**config.mk**
```make
export PLATFORM = sky130hd
export DESIGN_NAME = boot_seq_ctrl
export DESIGN_NICKNAME = d
export VERILOG_FILES = /design/src/rtl/boot_seq_pkg.sv /design/src/rtl/boot_seq_ctrl_sat_counter.sv /design/src/rtl/boot_seq_ctrl.sv
export SDC_FILE = /design/constraint.sdc
export NUM_CORES = 1
export LEC_CHECK = 0
export ABC_AREA = 1
export ABC_CLOCK_PERIOD_IN_PS = 2630
export CAP_MARGIN = 20
export CORE_ASPECT_RATIO = 1.25
export CORE_MARGIN = 2
export CORE_UTILIZATION = 51
export CTS_CLUSTER_SIZE = 12
export DETAILED_ROUTE_END_ITERATION = 7
export PLACE_DENSITY = 0.9
export SYNTH_ARGS = -nofsm -noshare
export SYNTH_HDL_FRONTEND = slang
export SYNTH_SLANG_ARGS = --single-unit
```
**constraint.sdc**
```tcl
create_clock -name clk -period 2.63 [get_ports clk]
set_input_delay 0.263 -clock clk [delete_from_list [all_inputs] [get_ports clk]]
set_output_delay 0.263 -clock clk [all_outputs]
set_load 0.005 [all_outputs]
```
**src/rtl/boot_seq_pkg.sv**
```systemverilog
// Shared types and constants for the boot and run-control sequencer.
package boot_seq_pkg;

    localparam int FLL_ADDR_W = 2;

    typedef enum logic [2:0] {
        ST_CFG_REQ    = 3'd0,
        ST_CFG_NEXT   = 3'd1,
        ST_LOCK_WAIT  = 3'd2,
        ST_WAIT_FETCH = 3'd3,
        ST_RUN        = 3'd4,
        ST_GATED      = 3'd5
    } state_t;

endpackage

```
**src/rtl/boot_seq_ctrl_sat_counter.sv**
```systemverilog
// Up-counter with synchronous clear that holds once it reaches LIMIT.
module sat_counter #(
    parameter int WIDTH = 2,
    parameter int LIMIT = 3
) (
    input  logic             clk,
    input  logic             rst,
    input  logic             clr,
    input  logic             inc,
    output logic [WIDTH-1:0] count
);

    always_ff @(posedge clk or posedge rst) begin
        if (rst) begin
            count <= '0;
        end else if (clr) begin
            count <= '0;
        end else if (inc && (count != WIDTH'(LIMIT))) begin
            count <= count + 1'b1;
        end
    end

endmodule

```
**src/rtl/boot_seq_ctrl.sv**
```systemverilog
// Boot sequencer: programs the FLL, waits for lock, then gates fetch enable
// and core clock gating from the run-control inputs.
//
// state         | meaning
// CFG_REQ       | FLL write k pending, waiting for ack
// CFG_NEXT      | one-cycle request gap, advance k
// LOCK_WAIT     | waiting for FLL lock, bounded by LOCK_TIMEOUT
// WAIT_FETCH    | boot done, waiting for fetch enable
// RUN           | core running, idle detection active
// GATED         | core clock stopped
module boot_seq_ctrl
    import boot_seq_pkg::*;
#(
    parameter int               INIT_WORDS   = 2,
    parameter logic [3:0][31:0] INIT_DATA    = {4{32'h0}},
    parameter int               LOCK_TIMEOUT = 1024
) (
    input  logic                  clk,
    input  logic                  rst,
    input  logic                  fetch_enable_i,
    output logic                  fll_req_o,
    output logic                  fll_wrn_o,
    output logic [FLL_ADDR_W-1:0] fll_add_o,
    output logic [31:0]           fll_wdata_o,
    input  logic                  fll_ack_i,
    input  logic                  fll_lock_i,
    input  logic                  core_busy_i,
    input  logic                  clk_gate_req_i,
    output logic                  clk_gate_core_o,
    output logic                  fetch_enable_o,
    output logic                  boot_done_o,
    output logic                  lock_timeout_o,
    output logic                  lock_lost_o,
    output logic [2:0]            state_o
);

    localparam int       TMR_W     = $clog2(LOCK_TIMEOUT + 1);
    localparam logic [2:0] WORDS   = 3'(INIT_WORDS);
    localparam logic     HAS_CFG   = (INIT_WORDS > 0);
    localparam state_t   RST_STATE = HAS_CFG ? ST_CFG_REQ : ST_LOCK_WAIT;

    state_t           state;
    logic [2:0]       word_idx;
    logic [2:0]       word_nxt;
    logic [TMR_W-1:0] lock_cnt;
    logic [1:0]       idle_cnt;
    logic             in_lock_wait;
    logic             lock_clr;
    logic             idle_cond;
    logic             idle_clr;
    logic             lock_expired;
    logic             gate_hit;
    logic             post_boot;

    assign word_nxt     = word_idx + 3'd1;
    assign in_lock_wait = (state == ST_LOCK_WAIT);
    assign lock_clr     = ~in_lock_wait;
    assign idle_cond    = clk_gate_req_i & ~core_busy_i;
    assign idle_clr     = (state != ST_RUN) | ~idle_cond;
    assign lock_expired = (lock_cnt == TMR_W'(LOCK_TIMEOUT - 1));
    // idle count is 1 and the condition still holds: it reaches 2 on this edge
    assign gate_hit     = idle_cond & (idle_cnt == 2'd1);
    assign post_boot    = (state == ST_WAIT_FETCH) | (state == ST_RUN) | (state == ST_GATED);

    assign fll_wrn_o      = 1'b0;
    assign state_o        = state;
    assign fetch_enable_o = fetch_enable_i & ((state == ST_RUN) | (state == ST_GATED));

    sat_counter #(
        .WIDTH (TMR_W),
        .LIMIT (LOCK_TIMEOUT - 1)
    ) u_lock_tmr (
        .clk   (clk),
        .rst   (rst),
        .clr   (lock_clr),
        .inc   (in_lock_wait),
        .count (lock_cnt)
    );

    sat_counter #(
        .WIDTH (2),
        .LIMIT (2)
    ) u_idle_cnt (
        .clk   (clk),
        .rst   (rst),
        .clr   (idle_clr),
        .inc   (idle_cond),
        .count (idle_cnt)
    );

    always_ff @(posedge clk or posedge rst) begin
        if (rst) begin
            state           <= RST_STATE;
            word_idx        <= '0;
            fll_req_o       <= HAS_CFG;
            fll_add_o       <= '0;
            // the reset state already presents word 0 alongside the request
            fll_wdata_o     <= HAS_CFG ? INIT_DATA[0] : 32'h0;
            boot_done_o     <= 1'b0;
            lock_timeout_o  <= 1'b0;
            lock_lost_o     <= 1'b0;
            clk_gate_core_o <= 1'b1;
        end else begin
            case (state)
                ST_CFG_REQ: begin
                    if (fll_ack_i) begin
                        state     <= ST_CFG_NEXT;
                        fll_req_o <= 1'b0;
                    end
                end
                ST_CFG_NEXT: begin
                    word_idx <= word_nxt;
                    if (word_nxt == WORDS) begin
                        state <= ST_LOCK_WAIT;
                    end else begin
                        state       <= ST_CFG_REQ;
                        fll_req_o   <= 1'b1;
                        fll_add_o   <= word_nxt[FLL_ADDR_W-1:0];
                        fll_wdata_o <= INIT_DATA[word_nxt[FLL_ADDR_W-1:0]];
                    end
                end
                ST_LOCK_WAIT: begin
                    if (fll_lock_i) begin
                        state       <= ST_WAIT_FETCH;
                        boot_done_o <= 1'b1;
                    end else if (lock_expired) begin
                        state          <= ST_WAIT_FETCH;
                        boot_done_o    <= 1'b1;
                        lock_timeout_o <= 1'b1;
                    end
                end
                ST_WAIT_FETCH: begin
                    if (fetch_enable_i) begin
                        state <= ST_RUN;
                    end
                end
                ST_RUN: begin
                    if (!fetch_enable_i) begin
                        state <= ST_WAIT_FETCH;
                    end else if (gate_hit) begin
                        state           <= ST_GATED;
                        clk_gate_core_o <= 1'b0;
                    end
                end
                ST_GATED: begin
                    if (!fetch_enable_i) begin
                        state           <= ST_WAIT_FETCH;
                        clk_gate_core_o <= 1'b1;
                    end else if (!clk_gate_req_i) begin
                        state           <= ST_RUN;
                        clk_gate_core_o <= 1'b1;
                    end
                end
                default: begin
                    state <= RST_STATE;
                end
            endcase

            if (post_boot && !fll_lock_i) begin
                lock_lost_o <= 1'b1;
            end
        end
    end

endmodule

```
## After elaboration in Yosys (flattened, before gate mapping)

Cells that the tools add are included.

- Register bits: 58
- Output and inout bits: 44
- Logic and storage cells: 87

- Order comparisons: 1
- Multiplexer cells: 26
- Reductions and logical operators: 15
- Eq/ne operators: 20
- Add/sub/neg operators: 3
- Bitwise logic cells: 11

Operator list:

| cell | count |
|---|---|
| $bmux W32 S2 | 1 |
| $mux W32 | 1 |
| $mux W3 | 8 |
| $mux W11 | 2 |
| $pmux W3 S6 | 1 |
| $ne A2 B2 Y1 const B | 7 |
| $ne A3 B3 Y1 const B | 4 |
| $add A11 B1 Y11 const B | 1 |
| $eq A11 B10 Y1 const B | 1 |
| $ne A11 B10 Y1 const B | 1 |
| $eq A3 B2 Y1 const B | 3 |
| $mux W1 | 8 |
| $reduce_bool A2 Y1 | 4 |
| $eq A3 B3 Y1 const B | 2 |
| $mux W2 | 3 |
| $reduce_and A3 Y1 | 2 |
| $reduce_and A5 Y1 | 1 |
| $not A1 Y1 | 4 |
| $or A1 B1 Y1 | 4 |
| $pmux W1 S2 | 2 |
| $reduce_and A2 Y1 | 2 |
| $reduce_and A4 Y1 | 1 |
| $add A3 B1 Y3 const B | 1 |
| $and A1 B1 Y1 | 3 |
| 7 further kinds | 9 |

## Logic depth before layout (Yosys ltp)

- Depth in word-level cells: 6
- Gate-level depth with buffers: 9
- Gate-level depth less buffers: 9

## Cells and area by module

A second synthesis with hierarchy kept.

- Cells, all modules: 253
- Area, all modules: 1841.8 um2

Modules (own cells, without submodules):

| module | area each (um2) | sequential area each (um2) | instances | cells an instance |
|---|---|---|---|---|
| boot_seq_ctrl | 1044.8 | 327.8 | 1 | 144 |
| sat_counter (u_lock_tmr) | 674.4 | 275.3 | 1 | 92 |
| sat_counter (u_idle_cnt) | 122.6 | 50.0 | 1 | 17 |

## Least setup slack after synthesis

No wires, ideal clock.

- Path type: register to register
- Start point: reg u_lock_tmr.count[0]
- End point: reg state[1] (netlist: state_o[1])
- Data arrival time: 1.255 ns
- Stages on the path, launching flop included: 9
- Setup time: 0.117 ns
- Setup slack: 1.257 ns
- Cells stage by stage: dfrtp_1 ha_1 nand2_2 nor2_4 nand3_4 nand2_2 nand3_2 nand2_1 nand2_1

- Cells in the longest elaborated chain, start to end: 3

Ends and longest elaborated chain:

| item | RTL line | text |
|---|---|---|
| start: declaration | boot_seq_ctrl_sat_counter.sv:10 | `output logic [WIDTH-1:0] count` |
| start signal: assignment | boot_seq_ctrl_sat_counter.sv:19 | `count <= count + 1'b1;` |
| $eq A11 B10 Y1 | boot_seq_ctrl.sv:60 | `assign lock_expired = (lock_cnt == TMR_W'(LOCK_TIMEOUT - 1));` |
| $ne A3 B3 Y1 (no line) | n/a |  |
| $reduce_and A5 Y1 (no line) | n/a |  |
| end signal: assignment | boot_seq_ctrl.sv:93 | `state <= RST_STATE;` |
| end signal: assignment | boot_seq_ctrl.sv:107 | `state <= ST_CFG_NEXT;` |
| end signal: assignment | boot_seq_ctrl.sv:114 | `state <= ST_LOCK_WAIT;` |
| end: declaration | boot_seq_ctrl.sv:42 | `state_t state;` |

Every way passes these cells.
A chain may end at the register's enable or synchronous reset.

## Final worst setup path

- Start point: reg state[2] (netlist: state_o[2])
- End point: out fetch_enable_o

- Cells in the longest elaborated chain, start to end: 3
- Elaborated cells on any way between the ends: 4

Ends and longest elaborated chain:

| item | RTL line | text |
|---|---|---|
| $eq A3 B3 Y1 | boot_seq_ctrl.sv:67 | `assign fetch_enable_o = fetch_enable_i & ((state == ST_RUN) \| (state == ST_GATED));` |
| $or A1 B1 Y1 * | boot_seq_ctrl.sv:67 |  |
| $and A1 B1 Y1 * | boot_seq_ctrl.sv:67 |  |
| end: declaration | boot_seq_ctrl.sv:30 | `output logic fetch_enable_o,` |

Every way passes the cells marked *; elsewhere a longest branch is shown, timed or not.

==> impl_results.md <==
- Post-route DRC: 0
- Synth cell types: 32
- Final TNS setup: 0 ps
- Fmax: 0.537 GHz
- Post-DR wirelength/cell: 11.0 um
- Crit path max fanout: 10
- Pin count of the biggest net entering global routing: 27
- Port Buffer Count: 17
- Syn Area/Cell: 8.01 um2
- Clock Latency Late Sink: 270 ps
- TritonCTS Buffers: 3
- Worst-path clk slew: 90 ps
- Yosys Warn Count: 0
- Status: complete, no violations
- Gr usage total: 0.172
- P per Cell Area: 749 nW/um2
- Layout area overhead: 8.39%
- Chip height: 69.1 um
- Grt met3 use: 0.0169
- Mapped cell area: 1730 um2
- Initial antenna violation count: 0
- Sequential share of the synthesized area: 0.377
- Cell Rows: 23
- Syn Inst Count: 216
- Vias in the first global route: 1315
- Max_cap viols: 0
- Yosys reg bits: 26
- First-pass iteration count of the detailed router: 4
- Startpoint types: flip-flop
- Post-route ant nets: 0
- Clk sinks: 26
- DR vias/cell: 4.82
- Post-synth EDFFs: 0
- Critical Path AT: 1600 ps
- Dpl hpwl: 2.25 mm
- Ranking of synthesized cells by area: dfrtp_1 (35%), buf_4 (14%), nand2_1 (8.0%), nor2_1 (5.6%), nand3_1 (4.6%)
- Grt ovf: 0
- Cts hold-fix bufs: 0
- Final Hold Vio Count: 0
- CTS Buffer Depth: 2
- DR vias: 1312
- Count leader, synth: nand2_1
- H-Tree Level Count: 1
- Final WL: 2.99 mm
- GR Util met1: 0.214
- Nets: 248
- Placer Congestion: 0.935
- Worst setup EP type: primary output
- Fin crit share: 0.708
- Synth top area share: 0.347
- Main synth FF type: dfrtp_1
- Leakage: 0.943 nW
- First-pass GRT wire length: 5.52 mm
- Core area: 3220 um2
- Total power: 0.00141 W
- Die area: 3880 um2
- Post-CTS Repair Setup Buffers: 0
- Resize count post-CTS: 0
- Worst vdd ir: 0.555 mV
- Share of cells above drive strength 1: 0.115
- CTS tree: done
- CP Class: flip-flop to primary output
- Most used routing layer: met2
- Worst Path Required: 2370 ps
- Clock skew: 4.27 ps
- Met2 Use GR: 0.294
- FFs w/ async S/R, synth: 1.00
- First DRT Iteration DRCs: 18
- Final min period: 1860 ps
- Post-synthesis cell type with the largest combined area: dfrtp_1
- I/O Pins: 51
- Slew Limit Fails: 0
- Min-Delay Path Class: primary input to asynchronous set/reset pin
- Initial core utilization: 0.537
- RSZ-0062 raised after global routing: false
- Chip width: 56.1 um
- Root Buffer: clkbuf_8
- Number of setup violations in the final report: 0
- Most frequent cells after synthesis: nand2_1 (37), buf_4 (33), nor2_1 (26)
- # diodes: 0
## cell usage in the layout, fill, tap and decap left out
| cell type | count |
|---|---|
| clkdlybuf4s50_1 | 17 |
| clkbuf_8 | 3 |
| mux2i_1 | 1 |
| xor2_1 | 4 |
| o21ai_1 | 1 |
| conb_1 | 33 |
| or2_2 | 1 |
| nand3b_1 | 1 |
| o21bai_2 | 1 |
| o22ai_1 | 1 |
| nand3_1 | 16 |
| o21bai_1 | 1 |
| ha_1 | 5 |
| nand3_4 | 1 |
| nor3_1 | 3 |
| a21oi_2 | 2 |
| o31ai_1 | 1 |
| o211ai_1 | 1 |
| nand4_1 | 3 |
| nand2_2 | 3 |
| buf_4 | 1 |
| nor2_1 | 26 |
| nor2_4 | 3 |
| inv_1 | 21 |
| bufinv_16 | 1 |
| nand3_2 | 3 |
| o21ai_2 | 1 |
| inv_2 | 4 |
| nand2_1 | 37 |
| o21ai_0 | 7 |
| dfrtp_1 | 24 |
| a21oi_1 | 5 |
| dfstp_2 | 2 |
| nor2_2 | 1 |
## flip-flops by register name, indices dropped and copies added, names as in the netlist
register	cells
boot_done_o	1
clk_gate_core_o	1
fll_add_o	2
fll_req_o	1
lock_lost_o	1
lock_timeout_o	1
state_o	3
u_idle_cnt.count	2
u_lock_tmr.count	11
word_idx	3
## through the flow
stage / area, um2 / utilization / hold slack (ps) / setup slack (ps) / instances
CTS: 1880 / 0.582 / 353 / 767 / 272
finish: 1880 / 0.582 / 336 / 768 / 272
floorplan: 1850 / - / 302 / 1260 / 248
detailed placement: 1800 / 0.560 / 457 / 866 / 268
global route: 1880 / 0.582 / 397 / 680 / 272
global placement: 1800 / 0.560 / 456 / 844 / 268
## final timing paths
kind                                          start                   to  slack, ps  depth (start not counted)
worst max-delay path                     state_o[2]       fetch_enable_o        770                          3
worst min-delay path                            rst  u_lock_tmr.count[5]        340                          3
worst max register to register  u_lock_tmr.count[0]           state_o[1]       1090                          8
worst min register to register            fll_req_o            fll_req_o        480                          2
max in group asynchronous                       rst            fll_req_o       1990                          3
min in group clk                          fll_req_o            fll_req_o        480                          2
## layer usage
layer  vias to the layer above  routed length, um
li1                        659                  -
met1                       603               1250
met2                        37               1530
met3                        13                 94
met4                         0                116
met5                         -                  0
## cells by family after synthesis
| group | Yosys count | synth area share |
|---|---|---|
| simple gates | 98 | 0.272 |
| buf+inv | 60 | 0.210 |
| flops | 26 | 0.377 |
| compound gates | 21 | 0.0759 |
| fa+ha+maj | 5 | 0.0362 |
| xor+xnor | 4 | 0.0202 |
| other cells | 1 | 0.00217 |
| mux | 1 | 0.00578 |
## power breakdown
group          switching, W  internal (W)
clock              0.000127      0.000204
sequential        0.0000922      0.000492
combinational      0.000267      0.000224
## layout make-up
| class | instances | area [um2] |
|---|---|---|
| tap | 37 | 46.3 |
| multi-input combinational | 162 | 833 |
| sequential | 26 | 653 |
| fill | 286 | 1350 |
| clock inverter | 1 | 30.0 |
| clock buffer | 3 | 41.3 |
| timing repair buffer | 18 | 178 |
| inverter | 25 | 93.8 |
## worst max-delay path, stage by stage, from the launching register on
cell and delay (ps):
dfrtp_1 590, nand2_1 130, nor2_1 100, clkdlybuf4s50_1 510
Note: power is estimated with default switching activity, not from simulation.
